--- config.mk ---
export PLATFORM = sky130hd
export DESIGN_NAME = sum_window_accum
export DESIGN_NICKNAME = d
export VERILOG_FILES = /design/src/rtl/accum_pkg.sv /design/src/rtl/sum_window_accum.sv
export SDC_FILE = /design/constraint.sdc
export NUM_CORES = 1
export LEC_CHECK = 0
export ABC_AREA = 1
export CORE_ASPECT_RATIO = 1.2
export CORE_MARGIN = 2
export CORE_UTILIZATION = 50
export CTS_CLUSTER_SIZE = 14
export DETAILED_ROUTE_END_ITERATION = 10
export GPL_ROUTABILITY_DRIVEN = 0
export PLACE_DENSITY_LB_ADDON = 0.2
export SLEW_MARGIN = 20
export SYNTH_ARGS = -nofsm -noshare
export SYNTH_HDL_FRONTEND = slang
export SYNTH_SLANG_ARGS = --single-unit
--- constraint.sdc ---
create_clock -name clk -period 2.95 [get_ports clk]
set_input_delay 0.885 -clock clk [delete_from_list [all_inputs] [get_ports clk]]
set_output_delay 0.885 -clock clk [all_outputs]
set_load 0.01 [all_outputs]
--- src/rtl/accum_pkg.sv ---
// Shared definitions for the window accumulator: FSM state encoding,
// the legal range of the window-size parameter and the accumulator width helper.
package accum_pkg;

   // ACCUM collects samples; HOLD presents a finished window result.
   typedef enum logic {
      ACCUM = 1'b0,
      HOLD  = 1'b1
   } state_e;

   // Window length is 2**WIN_LOG2 samples.
   localparam int WIN_LOG2_MIN = 1;
   localparam int WIN_LOG2_MAX = 6;

   // One carry bit above the adder result plus WIN_LOG2 growth bits,
   // so a full window of maximum samples can never overflow.
   function automatic int acc_width(input int data_w, input int win_log2);
      return data_w + 1 + win_log2;
   endfunction

endpackage

--- src/rtl/sum_window_accum.sv ---
// Window accumulator behind the 8-bit operand adder. Sums 2**WIN_LOG2 samples
// of {carry, result}, then holds the total and truncated mean until accepted.
// Optional feature macro: ACCUM_PEAK_EN adds the out_peak port and peak tracking.
module sum_window_accum
   import accum_pkg::*;
#(
   parameter  int WIN_LOG2 = 3,
   parameter  int DATA_W   = 8,
   localparam int ACC_W    = acc_width(DATA_W, WIN_LOG2)
) (
   input  logic              clk,
   input  logic              rst,
   input  logic              clear,
   input  logic [DATA_W-1:0] in_data,
   input  logic              in_carry,
   input  logic              in_valid,
   output logic              in_ready,
   output logic              out_valid,
   input  logic              out_ready,
   output logic [ACC_W-1:0]  out_total,
   output logic [DATA_W:0]   out_mean
`ifdef ACCUM_PEAK_EN
   ,
   output logic [DATA_W:0]   out_peak
`endif
);

   localparam int SMP_W = DATA_W + 1;

   if (WIN_LOG2 < WIN_LOG2_MIN || WIN_LOG2 > WIN_LOG2_MAX) begin : g_bad_win_log2
      $error("sum_window_accum: WIN_LOG2 must lie in 1..6");
   end

   state_e             state_q, state_d;
   logic [ACC_W-1:0]   acc_q, acc_d;
   logic [WIN_LOG2-1:0] cnt_q, cnt_d;
   logic [ACC_W-1:0]   total_q, total_d;
   logic [SMP_W-1:0]   mean_q, mean_d;

   logic [SMP_W-1:0]   sample;
   logic [ACC_W-1:0]   sum_w;
   logic               xfer;
   logic               last;

   assign sample = {in_carry, in_data};
   assign sum_w  = acc_q + ACC_W'(sample);
   // Transfers are only possible in ACCUM; in HOLD the input is back-pressured.
   assign xfer   = in_valid && (state_q == ACCUM);
   assign last   = (cnt_q == {WIN_LOG2{1'b1}});

   // State register.
   always_ff @(posedge clk) begin
      if (rst) begin
         state_q <= ACCUM;
      end else begin
         state_q <= state_d;
      end
   end

   // Next-state logic; clear overrides any pending handshake.
   always_comb begin
      state_d = state_q;
      if (clear) begin
         state_d = ACCUM;
      end else begin
         case (state_q)
            ACCUM:   if (xfer && last) state_d = HOLD;
            HOLD:    if (out_ready)    state_d = ACCUM;
            default: state_d = ACCUM;
         endcase
      end
   end

   // Handshake outputs decoded straight from the state register.
   always_comb begin
      in_ready  = (state_q == ACCUM);
      out_valid = (state_q == HOLD);
   end

   // Accumulator, sample counter and result registers.
   always_comb begin
      acc_d   = acc_q;
      cnt_d   = cnt_q;
      total_d = total_q;
      mean_d  = mean_q;
      if (clear) begin
         acc_d   = '0;
         cnt_d   = '0;
         total_d = '0;
         mean_d  = '0;
      end else if (xfer) begin
         if (last) begin
            total_d = sum_w;
            mean_d  = sum_w[ACC_W-1:WIN_LOG2];
            acc_d   = '0;
            cnt_d   = '0;
         end else begin
            acc_d = sum_w;
            cnt_d = cnt_q + 1'b1;
         end
      end
   end

   // Datapath registers.
   always_ff @(posedge clk) begin
      if (rst) begin
         acc_q   <= '0;
         cnt_q   <= '0;
         total_q <= '0;
         mean_q  <= '0;
      end else begin
         acc_q   <= acc_d;
         cnt_q   <= cnt_d;
         total_q <= total_d;
         mean_q  <= mean_d;
      end
   end

   assign out_total = total_q;
   assign out_mean  = mean_q;

`ifdef ACCUM_PEAK_EN
   logic [SMP_W-1:0] peak_q, peak_d;
   logic [SMP_W-1:0] out_peak_q, out_peak_d;
   logic [SMP_W-1:0] peak_max;

   assign peak_max = (sample > peak_q) ? sample : peak_q;

   // Running maximum; published and restarted when the window closes.
   always_comb begin
      peak_d     = peak_q;
      out_peak_d = out_peak_q;
      if (clear) begin
         peak_d     = '0;
         out_peak_d = '0;
      end else if (xfer) begin
         if (last) begin
            out_peak_d = peak_max;
            peak_d     = '0;
         end else begin
            peak_d = peak_max;
         end
      end
   end

   // Peak registers.
   always_ff @(posedge clk) begin
      if (rst) begin
         peak_q     <= '0;
         out_peak_q <= '0;
      end else begin
         peak_q     <= peak_d;
         out_peak_q <= out_peak_d;
      end
   end

   assign out_peak = out_peak_q;
`else
   // Without peak tracking there is no peak register and no out_peak port.
`endif

endmodule

==> impl_results.md, run 1 <==
- Status: finished clean
- Final Hold Fails: 0
- Compound-gate portion of the synthesized area: 12.4%
- Worst Setup Start Kind: input port
- Max Freq: 0.400 GHz
- # port buffers: 36
- Post-Place Cells: 312
- WL final: 3.69 mm
- Fin Hold WS: 471 ps
- Syn Area/Cell: 6.89 um^2
- Clk root buf: clkbuf_8
- Post-cts sizing count: 0
- Max_cap viols: 0
- Post-synth cell types: 28
- First-pass GRT wire length: 6.42 mm
- Post-route antenna net violation count: 0
- Sinks on Clock Net: 28
- Largest net degree at the start of global routing: 19
- YS warnings: 0
- Clock-pin slew on the worst setup and hold paths: 100 ps
- Die area: 3950 um^2
- Fillers: 304
- TritonRoute pass-1 iters: 5
- Initial antenna violation count: 0
- Multiplexer share of the synthesized area: 0%
- Pwr dens: 359 nW/um^2
- Leak: 1.01 nW
- Drt wl/cell: 11.7 um
- Simple-gate portion of the synthesized area: 31.2%
- Post-DP HPWL: 2.78 mm
- # setup viols final: 0
- CTS Buffer Depth: 2
- RSZ-0062 raised after global routing: no
- DIE HEIGHT: 68.4 um
- Via count: 1584
- Antenna Cells: 0
- Util after Layout: 63.3%
- Adder-cell share of the synthesized area: 9.12%
- Slew Limit Fails: 0
- Core area: 3340 um^2
- Final cell count without fillers: 316
- Pwr Total: 0.758 mW
- Share of layout cells above drive strength 1: 8.24%
- Critical path type: in2reg
- CTS buffer count: 3
- First-iteration detailed-routing DRC count: 43
- # IOs: 37
- # rows: 23
- Final Cycle Share: 84.8%
- Mapped cell area: 1730 um^2
- Worst Hold Class: reg2reg
- Worst slack, placed: 161 ps
- CP arrival: 2690 ps
- Area Overhead vs Synth: 22.1%
- Vias in the first global route: 1489
- Post-CTS Setup Bufs: 0
- Clk_lat worst skew: 280 ps
- Total Routing Usage GR: 20.7%
- Placed cell area: 2060 um^2
- Post-synthesis register bit count: 28
- Worst slew pin tran: 563 ps
- Combinational family with the most area after synthesis: simple AND/OR/NAND/NOR gates
- Post-Layout Inst Area: 2110 um^2
- CTS tree: done
- Tmin final: 2500 ps
- CP max FO: 3
- # hold bufs at CTS: 0
- Setup crit end kind: flop
- Via/cell ratio: 5.01
- Xor and xnor fraction of the mapped netlist area: 2.46%
- Total global routing overflow: 0
- Htree depth: 1
- Drc violations: 0
- Max-slew headroom: 62.4%
- Post-route setup slack: 447 ps
- Layout Skew: 6.87 ps
- Nets: 306
- Peak VDD IR: 0.300 mV
- Starting density of the core: 51.8%
- Synthesized net count: 277
- CP Data Required Time: 3130 ps
- Die width: 57.7 um
- Post-synthesis sequential area ratio: 32.4%
- Synth Instances: 251
- Setup TNS: 0 ps
## placed cells by master, fill, tap and decap left out
master,Yosys,layout
inv_1,28,28
fa_1,1,1
o211ai_1,2,2
dfxtp_1,28,28
nand2_4,1,1
nand3_2,2,2
nand2_2,4,4
nand3_1,17,17
o21bai_1,3,3
o21a_1,2,2
clkbuf_8,0,4
o211a_1,1,1
xnor2_1,1,1
buf_4,11,2
nor2_2,1,1
nand2_1,80,80
a21oi_1,17,17
xor2_1,2,2
or2_2,2,2
nand3b_1,1,1
inv_2,4,4
xor2_2,1,1
clkdlybuf4s50_1,0,36
a21oi_2,2,2
nand4_1,3,3
a21o_1,2,2
o21ai_0,7,7
ha_1,11,11
nor2_1,14,14
## synthesized netlist by cell type (all sizes together)
| cell type | number | area [um^2] |
|---|---|---|
| nand4 | 3 | 18.8 |
| o21a | 2 | 15.0 |
| clkbuf | 3 | 11.3 |
| inv | 32 | 120 |
| a21oi | 19 | 103 |
| o21bai | 3 | 22.5 |
| a21o | 2 | 15.0 |
| buf | 11 | 82.6 |
| xnor2 | 1 | 8.76 |
| nand2 | 85 | 337 |
| xor2 | 3 | 33.8 |
| ha | 11 | 138 |
| nand3 | 19 | 105 |
| o21ai | 7 | 35.0 |
| o211ai | 2 | 15.0 |
| nand3b | 1 | 7.51 |
| nor2 | 15 | 58.8 |
| fa | 1 | 20.0 |
| o211a | 1 | 10.0 |
| or2 | 2 | 12.5 |
| dfxtp | 28 | 561 |
## kinds of logic (layout without fill, tap and decap cells)
| group | count (synthesis) | count (layout) |
|---|---|---|
| AOI/OAI and AO/OA | 36 | 36 |
| xor gates and xnor gates | 4 | 4 |
| adders and majority gates | 12 | 12 |
| buffers and inverters | 46 | 74 |
| DFF | 28 | 28 |
| and+or+nand+nor | 125 | 125 |
## registers in the layout, summed over array words and instances, names as in the netlist
register,cells
acc_q,12
out_total,12
cnt_q,3
out_valid,1
## report_power, final
| part | switching, mW | total [mW] | internal [mW] |
|---|---|---|---|
| Clock | 0.124 | 0.243 | 0.120 |
| Sequential | 0.00424 | 0.389 | 0.385 |
| Combinational | 0.0734 | 0.125 | 0.0519 |
| Total | 0.201 | 0.758 | 0.556 |
## final timing paths
path / from / end / slack, ps / depth (start not counted)
hold reg to reg: out_total[2] / out_total[2] / 470 / 2
setup / recovery: in_data[0] / out_total[6] / 450 / 11
setup reg to reg: acc_q[0] / out_total[6] / 1160 / 10
hold / removal: out_total[2] / out_total[2] / 470 / 2
## critical path, cell delays in order
cell	delay [ps]
clkdlybuf4s50_1	400
ha_1	250
fa_1	440
nand2_1	90
nand3_1	120
nand3_1	120
nand3b_1	110
nand2_1	80
nand2_1	50
o211ai_1	90
inv_1	50
## area by class of cell
cell class,count,area (um^2),area share [%]
repair buffers,38,375,17.8
flip-flops and latches,28,561,26.5
clock buffers,4,55.1,2.61
well taps,37,46.3,2.19
inverters,32,120,5.69
multi-input cells,177,955,45.2
## layer usage
layer | GRT usage [%] | share of wire [%] | vias to the layer above
li1 | - | - | 843
met1 | 25.6 | 47 | 705
met2 | 37.1 | 48 | 32
met3 | 2.27 | 3.5 | 4
met4 | 7.27 | 1.2 | 0
met5 | 0 | 0 | -
Note: power is estimated with default switching activity, not from simulation.
==> run 2: changes to the inputs <==
--- a/config.mk
+++ b/config.mk
@@ -8,7 +8,7 @@
 export ABC_AREA = 1
 export CORE_ASPECT_RATIO = 1.2
 export CORE_MARGIN = 2
-export CORE_UTILIZATION = 50
+export CORE_UTILIZATION = 46
 export CTS_CLUSTER_SIZE = 14
 export DETAILED_ROUTE_END_ITERATION = 10
 export GPL_ROUTABILITY_DRIVEN = 0
==> constraint.sdc (replaced) <==
create_clock -name clk -period 2.2 [get_ports clk]
set_input_delay 0.66 -clock clk [delete_from_list [all_inputs] [get_ports clk]]
set_output_delay 0.66 -clock clk [all_outputs]
set_load 0.01 [all_outputs]
==> run 2 against run 1 <==
Net effect: via count increased by 2.7%; combinational power increased by 61%; hold slack is essentially flat; critical path depth unchanged.
==> impl_results.md, run 2 (same netlist as run 1, synthesis figures left out) <==
- Htree depth: 1
- Worst slew pin tran: 597 ps
- First-iteration detailed-routing DRC count: 69
- Max_cap viols: 0
- Die area: 4270 um^2
- CTS Buffer Depth: 2
- Sinks on Clock Net: 28
- Via/cell ratio: 4.70
- Total global routing overflow: 0
- Setup TNS: 0 ps
- Post-Place Cells: 343
- Final Cycle Share: 95.8%
- Die width: 60.0 um
- # port buffers: 36
- Drt wl/cell: 11.5 um
- Largest net degree at the start of global routing: 19
- Fin Hold WS: 470 ps
- # setup viols final: 0
- Post-DP HPWL: 3.09 mm
- Status: finished clean
- Crit-path max cell delay: 410 ps
- Total Routing Usage GR: 20.4%
- Initial antenna violation count: 0
- Drc violations: 0
- Starting density of the core: 47.6%
- Max-slew headroom: 60.1%
- WP buf/inv: 2
- Nets: 322
- Leak: 1.09 nW
- Core area: 3630 um^2
- Area Overhead vs Synth: 30.5%
- CP max FO: 3
- Most frequent cells in the layout: 80 x nand2_1, 36 x clkdlybuf4s50_1, 28 x inv_1, 28 x dfxtp_1, 18 x buf_4
- # IOs: 37
- Worst Setup Start Kind: input port
- Leading cell type in the layout, fill and taps excluded: nand2_1
- Slew Limit Fails: 0
- WL final: 3.97 mm
- DIE HEIGHT: 71.2 um
- Pwr dens: 442 nW/um^2
- Via count: 1627
- Vias in the first global route: 1545
- Critical path type: in2reg
- Post-CTS Setup Bufs: 0
- Crit-path most repeated cell: nand2_1
- CP Data Required Time: 2370 ps
- Placed cell area: 2200 um^2
- TritonRoute pass-1 iters: 4
- CP delay by family, top: adder cells
- CP arrival: 2280 ps
- Clk root buf: clkbuf_8
- Post-route antenna net violation count: 0
- Share of layout cells above drive strength 1: 14.6%
- Post-Layout Inst Area: 2260 um^2
- CP cell instances: clkdlybuf4s50_1 -> ha_2 -> fa_2 -> nand2_1 -> nand3_2 -> nand3_2 -> nand3_1 -> nand2_1 -> nand2_1 -> o211ai_1 -> inv_1
- Worst Hold Class: reg2reg
- Antenna Cells: 0
- Crit-path slowest cell: clkdlybuf4s50_1
- Fillers: 364
- Final Hold Fails: 0
- RSZ-0062 raised after global routing: no
- # hold bufs at CTS: 0
- Post-cts sizing count: 2
- First-pass GRT wire length: 6.76 mm
- Layout Skew: 7.08 ps
- Tmin final: 2110 ps
- Setup crit end kind: flop
- Clk_lat worst skew: 270 ps
- # rows: 24
- Final cell count without fillers: 346
- CTS buffer count: 3
- Clock-pin slew on the worst setup and hold paths: 90 ps
- Peak VDD IR: 0.335 mV
- Max Freq: 0.475 GHz
- CTS tree: done
run 2: changes by cell type in the layout (fill, tap and decap cells not counted):
cell      change
ha_2          +1
fa_2          +1
clkbuf_8      -1
buf_4        +16
nand3_1       -3
nand3_2       +3
fa_1          -1
ha_1          -1
run 2: final cells by class:
class                           instances  area, um^2  area share (%)
Timing Repair Buffer                   54         495            22.0
Multi-Input combinational cell        177         975            43.2
Tap cell                               52        65.1            2.88
Inverter                               32         120            5.32
Sequential cell                        28         561            24.8
Clock buffer                            3        41.3            1.83
run 2: metal layers:
layer	routed length, um	global-route usage [%]	vias to the layer above
met4	53	7.90	0
li1	-	-	876
met3	136	2.38	4
met5	0	0	-
met2	1870	32.6	27
met1	1910	27.5	720
run 2: stage by stage:
| step | util [%] | setup WS (ps) | power (mW) |
|---|---|---|---|
| after detailed placement | 60.4 | -316 | 0.731 |
| after floorplan | - | 214 | 0.648 |
| final | 62.1 | 92.9 | 0.998 |
| after global placement | 60.4 | -264 | 0.729 |
| after CTS | 61.8 | 23.9 | 1.01 |
| after global routing | 62.1 | 0.472 | 1.06 |
run 2: worst reg2reg max path: cells and delay by family, from the launching register on:
kind | cells | cell delay, ps
and+or+nand+nor | 6 | 520
adders and majority gates | 2 | 520
buffers and inverters | 1 | 60
AOI/OAI and AO/OA | 1 | 90
DFF | 1 | 320
run 2: path summary, 6_finish.rpt:
check	slack, ps	from	endpoint	depth (start not counted)
hold / removal	470	out_total[1]	out_total[1]	2
hold reg to reg	470	out_total[1]	out_total[1]	2
setup / recovery	90	in_data[0]	out_total[8]	11
setup reg to reg	590	acc_q[0]	out_total[8]	10
run 2: where the power goes:
part / switching, mW / leakage [nW] / internal, mW
Sequential: 0.00611 / 0.227 / 0.516
Combinational: 0.109 / 0.840 / 0.0919
Clock: 0.152 / 0.0216 / 0.123
